[config.mk]
export PLATFORM = sky130hd
export DESIGN_NAME = mem_arbiter_flat
export DESIGN_NICKNAME = d
export VERILOG_FILES = /design/src/rtl/mem_arbiter_if.sv /design/src/rtl/mem_arbiter.sv /design/src/flat_wrapper.sv
export SDC_FILE = /design/constraint.sdc
export NUM_CORES = 1
export LEC_CHECK = 0
export CORE_AREA = 5 5 269 271
export CTS_CLUSTER_DIAMETER = 200
export DETAILED_ROUTE_END_ITERATION = 12
export DIE_AREA = 0 0 274 276
export PLACE_DENSITY = 0.57
export SYNTH_ARGS = -nofsm -noshare
export SYNTH_HDL_FRONTEND = slang
export SYNTH_SLANG_ARGS = --single-unit
export TNS_END_PERCENT = 30
[constraint.sdc]
create_clock -name clk -period 2.3 [get_ports clk]
set_clock_uncertainty 0.2 [all_clocks]
set_input_delay 0.46 -clock clk [delete_from_list [all_inputs] [get_ports clk]]
set_output_delay 0.46 -clock clk [all_outputs]
set_load 0.05 [all_outputs]
[src/rtl/mem_arbiter_if.sv]
// Bus bundle between the I/D miss paths, the arbiter and the physical memory port.
// slave = arbiter view, master = view of the surrounding requesters and memory.
interface mem_arbiter_if #(
    parameter int LINE_W = 128,
    parameter int ADDR_W = 16
);
    logic              imem_read;
    logic [ADDR_W-1:0] imem_address;
    logic              imem_resp;
    logic [LINE_W-1:0] imem_rdata;

    logic              dmem_read;
    logic              dmem_write;
    logic [ADDR_W-1:0] dmem_address;
    logic [LINE_W-1:0] dmem_wdata;
    logic              dmem_resp;
    logic [LINE_W-1:0] dmem_rdata;

    logic              pmem_read;
    logic              pmem_write;
    logic [ADDR_W-1:0] pmem_address;
    logic [LINE_W-1:0] pmem_wdata;
    logic [LINE_W-1:0] pmem_rdata;
    logic              pmem_resp;

    modport slave (
        input  imem_read, imem_address,
        input  dmem_read, dmem_write, dmem_address, dmem_wdata,
        input  pmem_rdata, pmem_resp,
        output imem_resp, imem_rdata, dmem_resp, dmem_rdata,
        output pmem_read, pmem_write, pmem_address, pmem_wdata
    );

    modport master (
        output imem_read, imem_address,
        output dmem_read, dmem_write, dmem_address, dmem_wdata,
        output pmem_rdata, pmem_resp,
        input  imem_resp, imem_rdata, dmem_resp, dmem_rdata,
        input  pmem_read, pmem_write, pmem_address, pmem_wdata
    );
endinterface

[src/rtl/mem_arbiter.sv]
// Two-requester arbiter for the single physical memory port: data side has priority,
// bounded by a streak limit so instruction fetch cannot starve.
//
// state   | meaning
// IDLE    | no transaction, arbitrate pending requests on the next edge
// SERVE_I | pmem transaction owned by the I side, waiting for pmem_resp
// SERVE_D | pmem transaction owned by the D side, waiting for pmem_resp
// RELEASE | one bubble cycle so the owner can drop its request
module mem_arbiter #(
    parameter int LINE_W       = 128,
    parameter int ADDR_W       = 16,
    parameter int MAX_D_STREAK = 4
) (
    input  logic           clk,
    input  logic           rst_n,
    mem_arbiter_if.slave   bus,
    output logic           arb_busy
);

    typedef enum logic [1:0] {
        IDLE    = 2'd0,
        SERVE_I = 2'd1,
        SERVE_D = 2'd2,
        RELEASE = 2'd3
    } state_t;

    localparam logic [3:0] STREAK_LIMIT = 4'(MAX_D_STREAK);

    state_t            state_q, state_d;
    logic              pmem_read_q, pmem_read_d;
    logic              pmem_write_q, pmem_write_d;
    logic [ADDR_W-1:0] pmem_address_q, pmem_address_d;
    logic [LINE_W-1:0] pmem_wdata_q, pmem_wdata_d;
    logic [3:0]        d_streak_q, d_streak_d;
    logic [LINE_W-1:0] imem_rdata_q, imem_rdata_d;
    logic [LINE_W-1:0] dmem_rdata_q, dmem_rdata_d;

    logic d_pend, i_pend, grant_d, grant_i;
    logic imem_resp_c, dmem_resp_c;

    assign d_pend  = bus.dmem_read | bus.dmem_write;
    assign i_pend  = bus.imem_read;
    assign grant_d = d_pend && (!i_pend || (d_streak_q < STREAK_LIMIT));
    assign grant_i = i_pend && !grant_d;

    // Responses are combinational so the owner sees data in the pmem_resp cycle.
    assign imem_resp_c = (state_q == SERVE_I) && bus.pmem_resp;
    assign dmem_resp_c = (state_q == SERVE_D) && bus.pmem_resp;

    always_comb begin
        state_d        = state_q;
        pmem_read_d    = pmem_read_q;
        pmem_write_d   = pmem_write_q;
        pmem_address_d = pmem_address_q;
        pmem_wdata_d   = pmem_wdata_q;
        d_streak_d     = d_streak_q;
        imem_rdata_d   = imem_resp_c ? bus.pmem_rdata : imem_rdata_q;
        dmem_rdata_d   = dmem_resp_c ? bus.pmem_rdata : dmem_rdata_q;

        case (state_q)
            IDLE: begin
                if (grant_d) begin
                    state_d        = SERVE_D;
                    pmem_address_d = bus.dmem_address;
                    pmem_wdata_d   = bus.dmem_wdata;
                    // A simultaneous read+write is illegal; the write takes the port.
                    pmem_write_d   = bus.dmem_write;
                    pmem_read_d    = ~bus.dmem_write;
                    if (i_pend)
                        d_streak_d = (d_streak_q == 4'hF) ? 4'hF : d_streak_q + 4'd1;
                    else
                        d_streak_d = 4'd0;
                end else if (grant_i) begin
                    state_d        = SERVE_I;
                    pmem_address_d = bus.imem_address;
                    pmem_read_d    = 1'b1;
                    pmem_write_d   = 1'b0;
                    d_streak_d     = 4'd0;
                end
            end
            SERVE_I, SERVE_D: begin
                if (bus.pmem_resp) begin
                    state_d      = RELEASE;
                    pmem_read_d  = 1'b0;
                    pmem_write_d = 1'b0;
                end
            end
            RELEASE: state_d = IDLE;
            default: state_d = IDLE;
        endcase
    end

    always_ff @(posedge clk or negedge rst_n) begin
        if (!rst_n) begin
            state_q        <= IDLE;
            pmem_read_q    <= 1'b0;
            pmem_write_q   <= 1'b0;
            pmem_address_q <= '0;
            pmem_wdata_q   <= '0;
            d_streak_q     <= 4'd0;
            imem_rdata_q   <= '0;
            dmem_rdata_q   <= '0;
        end else begin
            state_q        <= state_d;
            pmem_read_q    <= pmem_read_d;
            pmem_write_q   <= pmem_write_d;
            pmem_address_q <= pmem_address_d;
            pmem_wdata_q   <= pmem_wdata_d;
            d_streak_q     <= d_streak_d;
            imem_rdata_q   <= imem_rdata_d;
            dmem_rdata_q   <= dmem_rdata_d;
        end
    end

    assign bus.pmem_read    = pmem_read_q;
    assign bus.pmem_write   = pmem_write_q;
    assign bus.pmem_address = pmem_address_q;
    assign bus.pmem_wdata   = pmem_wdata_q;
    assign bus.imem_resp    = imem_resp_c;
    assign bus.dmem_resp    = dmem_resp_c;
    assign bus.imem_rdata   = imem_resp_c ? bus.pmem_rdata : imem_rdata_q;
    assign bus.dmem_rdata   = dmem_resp_c ? bus.pmem_rdata : dmem_rdata_q;
    assign arb_busy         = (state_q != IDLE);

endmodule

[src/flat_wrapper.sv]
// flat-port wrapper written by rule: the top's interface ports become plain ports
module mem_arbiter_flat 
#(
    parameter int LINE_W       = 128,
    parameter int ADDR_W       = 16,
    parameter int MAX_D_STREAK = 4
)
  (clk, rst_n, arb_busy, bus_imem_read, bus_imem_address, bus_dmem_read, bus_dmem_write, bus_dmem_address, bus_dmem_wdata, bus_pmem_rdata, bus_pmem_resp, bus_imem_resp, bus_imem_rdata, bus_dmem_resp, bus_dmem_rdata, bus_pmem_read, bus_pmem_write, bus_pmem_address, bus_pmem_wdata);
  mem_arbiter_if #(.LINE_W(LINE_W), .ADDR_W(ADDR_W)) bus_i ();
  input  logic clk;
  input  logic rst_n;
  output logic arb_busy;
  input wire logic [$bits(bus_i.imem_read)-1:0] bus_imem_read;
  input wire logic [$bits(bus_i.imem_address)-1:0] bus_imem_address;
  input wire logic [$bits(bus_i.dmem_read)-1:0] bus_dmem_read;
  input wire logic [$bits(bus_i.dmem_write)-1:0] bus_dmem_write;
  input wire logic [$bits(bus_i.dmem_address)-1:0] bus_dmem_address;
  input wire logic [$bits(bus_i.dmem_wdata)-1:0] bus_dmem_wdata;
  input wire logic [$bits(bus_i.pmem_rdata)-1:0] bus_pmem_rdata;
  input wire logic [$bits(bus_i.pmem_resp)-1:0] bus_pmem_resp;
  output wire logic [$bits(bus_i.imem_resp)-1:0] bus_imem_resp;
  output wire logic [$bits(bus_i.imem_rdata)-1:0] bus_imem_rdata;
  output wire logic [$bits(bus_i.dmem_resp)-1:0] bus_dmem_resp;
  output wire logic [$bits(bus_i.dmem_rdata)-1:0] bus_dmem_rdata;
  output wire logic [$bits(bus_i.pmem_read)-1:0] bus_pmem_read;
  output wire logic [$bits(bus_i.pmem_write)-1:0] bus_pmem_write;
  output wire logic [$bits(bus_i.pmem_address)-1:0] bus_pmem_address;
  output wire logic [$bits(bus_i.pmem_wdata)-1:0] bus_pmem_wdata;
  assign bus_i.imem_read = bus_imem_read;
  assign bus_i.imem_address = bus_imem_address;
  assign bus_i.dmem_read = bus_dmem_read;
  assign bus_i.dmem_write = bus_dmem_write;
  assign bus_i.dmem_address = bus_dmem_address;
  assign bus_i.dmem_wdata = bus_dmem_wdata;
  assign bus_i.pmem_rdata = bus_pmem_rdata;
  assign bus_i.pmem_resp = bus_pmem_resp;
  assign bus_imem_resp = bus_i.imem_resp;
  assign bus_imem_rdata = bus_i.imem_rdata;
  assign bus_dmem_resp = bus_i.dmem_resp;
  assign bus_dmem_rdata = bus_i.dmem_rdata;
  assign bus_pmem_read = bus_i.pmem_read;
  assign bus_pmem_write = bus_i.pmem_write;
  assign bus_pmem_address = bus_i.pmem_address;
  assign bus_pmem_wdata = bus_i.pmem_wdata;
  mem_arbiter #(.LINE_W(LINE_W), .ADDR_W(ADDR_W), .MAX_D_STREAK(MAX_D_STREAK)) u_core (.clk(clk), .rst_n(rst_n), .bus(bus_i), .arb_busy(arb_busy));
endmodule
==> flow_summary.json, run 1 <==
{
  "grt_pass1_wl_mm": 82.19,
  "die_height_microns": 276,
  "start_kind": "input port",
  "clk_pin_slew_ns": 0.06,
  "top_layer_used": "met5",
  "htreeDepth": 2,
  "cts_root_buffer": "clkbuf_16",
  "cap_violations": 0,
  "cp-end-kind": "primary output",
  "syn_avg_cell_area_sq_um": 16.81,
  "ys_warn_count": 0,
  "dp_slack_ns": -0.5636,
  "synth_cell_types": 37,
  "layout-drive-gt1-share_pct": 48.63,
  "fmax_ghz": 0.3383,
  "period_needed_ns": 2.956,
  "crit_type": "input port to primary output",
  "syn-num-nets": 1250,
  "die_x_microns": 274,
  "clock_sinks": 408,
  "yosysMostFrequentCell": "dfrtp_1",
  "grt_use_total_pct": 13.98,
  "synth.top_cells.by_area": "dfrtp_1 (64%), mux2_2 (20%), mux2_4 (9.2%)",
  "rows": 97,
  "cts_tree": "built",
  "hpwl_mm": 41.87,
  "met1_length_mm": 20.87,
  "rsz0062_at_grt": "yes",
  "ys_seq_area_share_pct": 63.93,
  "synth_edf_count": 0,
  "overflow": 0,
  "dieArea_sq_mm": 0.07562,
  "synth_top_area_cell": "dfrtp_1",
  "wl_met2_mm": 28.98,
  "drc_errors": 0,
  "fillers": 6438,
  "first_iter_violations": 281,
  "ant_nets": 0,
  "drv_slew": 0,
  "antenna_found_initial": 5,
  "first_pass_iters": 4,
  "worstPathRequired_ns": 1.64,
  "hold_violations": 0,
  "yosysTopAreaCellShare_pct": 63.93,
  "synth_ff_type": "dfrtp_1",
  "min_path_type": "input port to asynchronous set/reset pin",
  "cts-buffers-inserted": 48,
  "syn_area_sq_mm": 0.01597,
  "syn_inst": 950,
  "clkLatencyLatePin_ns": 0.57,
  "avgViaCountPerCell": 4.114,
  "port_buffers": 698,
  "grt_pass1_vias": 12730,
  "grt_max_degree": 71,
  "ys_seq_elements": 408,
  "core_sq_mm": 0.06954,
  "ioPinCount": 699,
  "outcome": "finished, violations left",
  "finalSetupViolCount": 259,
  "wire_per_inst_microns": 20.76,
  "synth_common_cells": "dfrtp_1 (408), mux2_2 (287), mux2_4 (98)",
  "area_growth_pct": 74.73,
  "initial_core_util_pct": 22.96,
  "nNetsFinal": 2055,
  "violations": "negative setup slack",
  "timing.critical_path.fanout_max": 8,
  "seqCellArea_sq_mm": 0.01021,
  "worst_slack_ns": -0.6561,
  "post-route-period-util_pct": 128.5,
  "drt-total-wl_mm": 56.80,
  "multi_input_comb_area_sq_mm": 0.005767,
  "synth_async_sr_flop_share_pct": 100.0,
  "clockBufferDepth": 3,
  "slew_headroom_pct": 52.69,
  "route.met3.wl_mm": 4.803,
  "gp_congestion": 0.8047,
  "critPathArrivalTime_ns": 2.30,
  "tightest_slew_ns": 0.7097,
  "vias": 11260
}
==> layout by cell type (no fill, tap or decap), types with 2 or more instances in the layout <==
| cell type | count |
|---|---|
| clkinv_4 | 2 |
| a31oi_1 | 16 |
| inv_2 | 2 |
| o22ai_1 | 2 |
| clkbuf_16 | 51 |
| clkdlybuf4s50_1 | 293 |
| o21ai_2 | 2 |
| buf_8 | 53 |
| inv_6 | 2 |
| mux2_4 | 203 |
| clkinv_8 | 3 |
| nand2_1 | 3 |
| ha_4 | 2 |
| ha_1 | 3 |
| diode_2 | 3 |
| a21oi_1 | 16 |
| buf_6 | 130 |
| clkbuf_8 | 14 |
| clkbuf_1 | 12 |
| a32o_1 | 3 |
| mux2_2 | 182 |
| bufinv_16 | 2 |
| nor2_1 | 19 |
| clkinv_2 | 6 |
| dfrtp_1 | 408 |
| buf_16 | 3 |
| dlymetal6s2s_1 | 114 |
| o21ai_0 | 17 |
| buf_12 | 59 |
| buf_4 | 148 |
==> sequential cells by signal (all words and copies together) (netlist names) <==
name	count
u_core.d_streak_q	4
u_core.bus.pmem_write	1
u_core.bus.pmem_read	1
u_core.imem_rdata_q	128
u_core.dmem_rdata_q	128
u_core.bus.pmem_wdata	128
u_core.bus.pmem_address	16
u_core.state_q	2
==> stage by stage <==
step                cell area (sq um)  instances  TNS [ns]  hold WS (ns)  utilization, %
floorplan                       15980        950    -1.430      -0.03559               -
global placement                24310       2621   -119.92        0.1663           34.96
detailed placement              24310       2621   -120.99        0.1684           34.96
CTS                             26870       2728   -187.79        0.1404           38.63
global route                    27900       2736   -170.28        0.1674           40.12
finish                          27900       2736   -145.27        0.1686           40.12
==> critical path, cell delays in order <==
cell and delay (ns):
clkdlybuf4s50_1 0.62, buf_4 0.18, nand2_4 0.06, buf_12 0.16, buf_8 0.14, clkbuf_16 0.16, mux2_4 0.33, buf_12 0.16
==> cells by family (layout without fill, tap and decap cells) <==
family,Yosys count,after routing,synth area share [%]
buffers and inverters,56,899,2.758
DFF,408,408,63.93
AOI/OAI and AO/OA,62,62,2.390
adders and majority gates,6,6,0.4701
and+or+nand+nor,32,32,0.9325
other,0,3,0
muxes,386,386,29.52
==> layout make-up <==
| cell class | count | share of cell area (%) |
|---|---|---|
| repair inverters | 1 | 0.03139 |
| inverters | 6 | 0.1838 |
| diodes | 3 | 0.02690 |
| multi-input cells | 486 | 20.67 |
| flip-flops and latches | 408 | 36.59 |
| repair buffers | 804 | 32.54 |
| clock buffers | 74 | 5.157 |
| clock inverters | 14 | 0.5919 |
| well taps | 940 | 4.215 |
==> metal layers <==
metal | GRT usage, % | vias up
met5 | 0 | -
met4 | 5.122 | 2
met3 | 4.847 | 115
met2 | 24.92 | 451
met1 | 15.32 | 5691
li1 | - | 4997
==> what timing repair did <==
action / CTS / global route
pin swaps: 1 / 2
gates cloned: 4 / 3
hold endpoints to repair: 222 / 0
resized for setup: 183 / 300
hold buffers: 1 / 0
setup endpoints to repair: 374 / 374
buffers inserted: 14 / 7
==> path summary, 6_finish.rpt <==
| kind | to | cells after the start | slack [ns] | start |
|---|---|---|---|---|
| worst min-delay path | u_core.bus.pmem_wdata[123] | 2 | 0.17 | rst_n |
| worst min register to register | u_core.bus.pmem_read | 1 | 0.30 | u_core.bus.pmem_read |
| worst max register to register | u_core.bus.pmem_wdata[38] | 8 | 0.25 | u_core.state_q[0] |
| min in group clk | u_core.bus.pmem_address[7] | 3 | 0.25 | bus_imem_address[7] |
| max in group asynchronous | u_core.bus.pmem_wdata[83] | 4 | 0.89 | rst_n |
| worst max-delay path | bus_dmem_rdata[42] | 8 | -0.66 | bus_pmem_resp |
Power of run 1 is not shown: default switching activity piles up to over one toggle a cycle in this logic, so the estimate is an artifact.
==> run 2: changes to the inputs <==
- RECOVER_POWER: not set -> 50
==> flow_summary.json, run 2 (synthesis gave the netlist of run 1 again) <==
{
  "grt_pass1_vias": 12730,
  "crit_type": "input port to primary output",
  "grt_max_degree": 71,
  "finalSetupViolCount": 259,
  "wire_per_inst_microns": 20.78,
  "cap_violations": 0,
  "grtUsageMet1_pct": 15.32,
  "fin_area_sq_mm": 0.02785,
  "ioPinCount": 699,
  "start_kind": "input port",
  "r2r_slack_ns": 0.25,
  "vias": 11280,
  "fmax_ghz": 0.3384,
  "avgViaCountPerCell": 4.122,
  "min_delay_path_depth": 3,
  "hold_violations": 0,
  "violations": "negative setup slack",
  "cts-buffers-inserted": 48,
  "met2_usage_pct": 24.92,
  "min_path_type": "input port to register",
  "drc_errors": 0,
  "final_common_cell": "dfrtp_1",
  "initial_core_util_pct": 22.96,
  "worst_slack_ns": -0.6552,
  "worstPathRequired_ns": 1.64,
  "clock_sinks": 408,
  "cts_root_buffer": "clkbuf_16",
  "rows": 97,
  "critPathArrivalTime_ns": 2.30,
  "nNetsFinal": 2055,
  "timing.critical_path.fanout_max": 8,
  "grtUsageMet3_pct": 4.847,
  "fin_cells": 2736,
  "hpwl_mm": 41.87,
  "tightest_slew_ns": 0.9547,
  "first_iter_violations": 303,
  "grt_pass1_wl_mm": 82.19,
  "first_pass_iters": 4,
  "drv_slew": 0,
  "ant_nets": 0,
  "post_dp_cell_area_sq_mm": 0.02431,
  "layout-drive-gt1-share_pct": 48.52,
  "htreeDepth": 2,
  "grt.busiest_layer": "met2",
  "slew_headroom_pct": 36.36,
  "clk_pin_slew_ns": 0.06,
  "tns_ns": -145.33,
  "antenna_found_initial": 5,
  "die_height_microns": 276,
  "worst-r2r-cell-count": 8,
  "dieArea_sq_mm": 0.07562,
  "port_buffers": 698,
  "rsz0062_at_grt": "yes",
  "clkLatencyLatePin_ns": 0.57,
  "period_needed_ns": 2.955,
  "outcome": "finished, violations left",
  "core_sq_mm": 0.06954,
  "clockBufferDepth": 3,
  "die_x_microns": 274,
  "final_cell_mix": "dfrtp_1 (408), clkdlybuf4s50_1 (293), mux2_4 (203)",
  "cp-end-kind": "primary output",
  "fillers": 6444,
  "post-route-period-util_pct": 128.5,
  "grt_use_total_pct": 13.98,
  "gp_congestion": 0.8047,
  "drt-total-wl_mm": 56.85,
  "placed_cells": 2621,
  "cts_tree": "built",
  "area_growth_pct": 74.43,
  "overflow": 0
}
run 2: cell types whose count changed in the layout (fill, tap and decap cells not counted), sizes merged:
cell    previous run  this run
clkbuf            77        85
buf              393       385
run 2: per-stage QoR:
| stage | utilization (%) | setup slack [ns] | hold WS (ns) |
|---|---|---|---|
| 6_report | 40.05 | -0.6552 | 0.2491 |
| 5_1_grt | 40.05 | -0.7372 | 0.2311 |
| 4_1_cts | 38.63 | -0.7238 | 0.1404 |
| 3_5_place_dp | 34.96 | -0.5636 | 0.1684 |
| 3_3_place_gp | 34.96 | -0.5493 | 0.1663 |
| 2_1_floorplan | - | -0.07008 | -0.03559 |
run 2: layout make-up:
| class | instances | area [sq um] | share of cell area (%) |
|---|---|---|---|
| diodes | 3 | 7.507 | 0.02695 |
| clock inverters | 14 | 165.2 | 0.5929 |
| multi-input cells | 486 | 5767 | 20.70 |
| repair inverters | 1 | 8.758 | 0.03144 |
| inverters | 6 | 51.30 | 0.1842 |
| clock buffers | 74 | 1439 | 5.166 |
| flip-flops and latches | 408 | 10210 | 36.65 |
| well taps | 940 | 1176 | 4.222 |
| repair buffers | 804 | 9030 | 32.42 |
run 2: path summary, 6_finish.rpt:
| path | from | to |
|---|---|---|
| setup / recovery | bus_pmem_resp | bus_dmem_rdata[42] |
| hold / removal | bus_imem_address[14] | u_core.bus.pmem_address[14] |
| setup reg to reg | u_core.state_q[0] | u_core.bus.pmem_wdata[38] |
| hold reg to reg | u_core.bus.pmem_read | u_core.bus.pmem_read |
| max in group asynchronous | rst_n | u_core.bus.pmem_wdata[99] |
| min in group asynchronous | rst_n | u_core.bus.pmem_wdata[123] |
run 2: critical path: stages:
cell and delay, ns:
clkdlybuf4s50_1 0.62, buf_4 0.18, nand2_4 0.06, buf_12 0.16
buf_8 0.14, clkbuf_16 0.16, mux2_4 0.33, buf_12 0.16
run 2: layer usage:
layer  up-vias  share of wire, %
li1       4998                 -
met1      5714                37
met2       449                51
met3       116               8.4
met4         2               3.8
met5         -             0.023
run 2: what timing repair did:
action | in CTS | in global routing
setup buffers | 14 | 7
pin swaps | 1 | 2
cloned | 4 | 3
hold buffers | 1 | 0
setup endpoints to repair | 374 | 374
resized for setup | 183 | 300
hold endpoints to repair | 222 | 0
Power of run 2 is left out for the same reason.
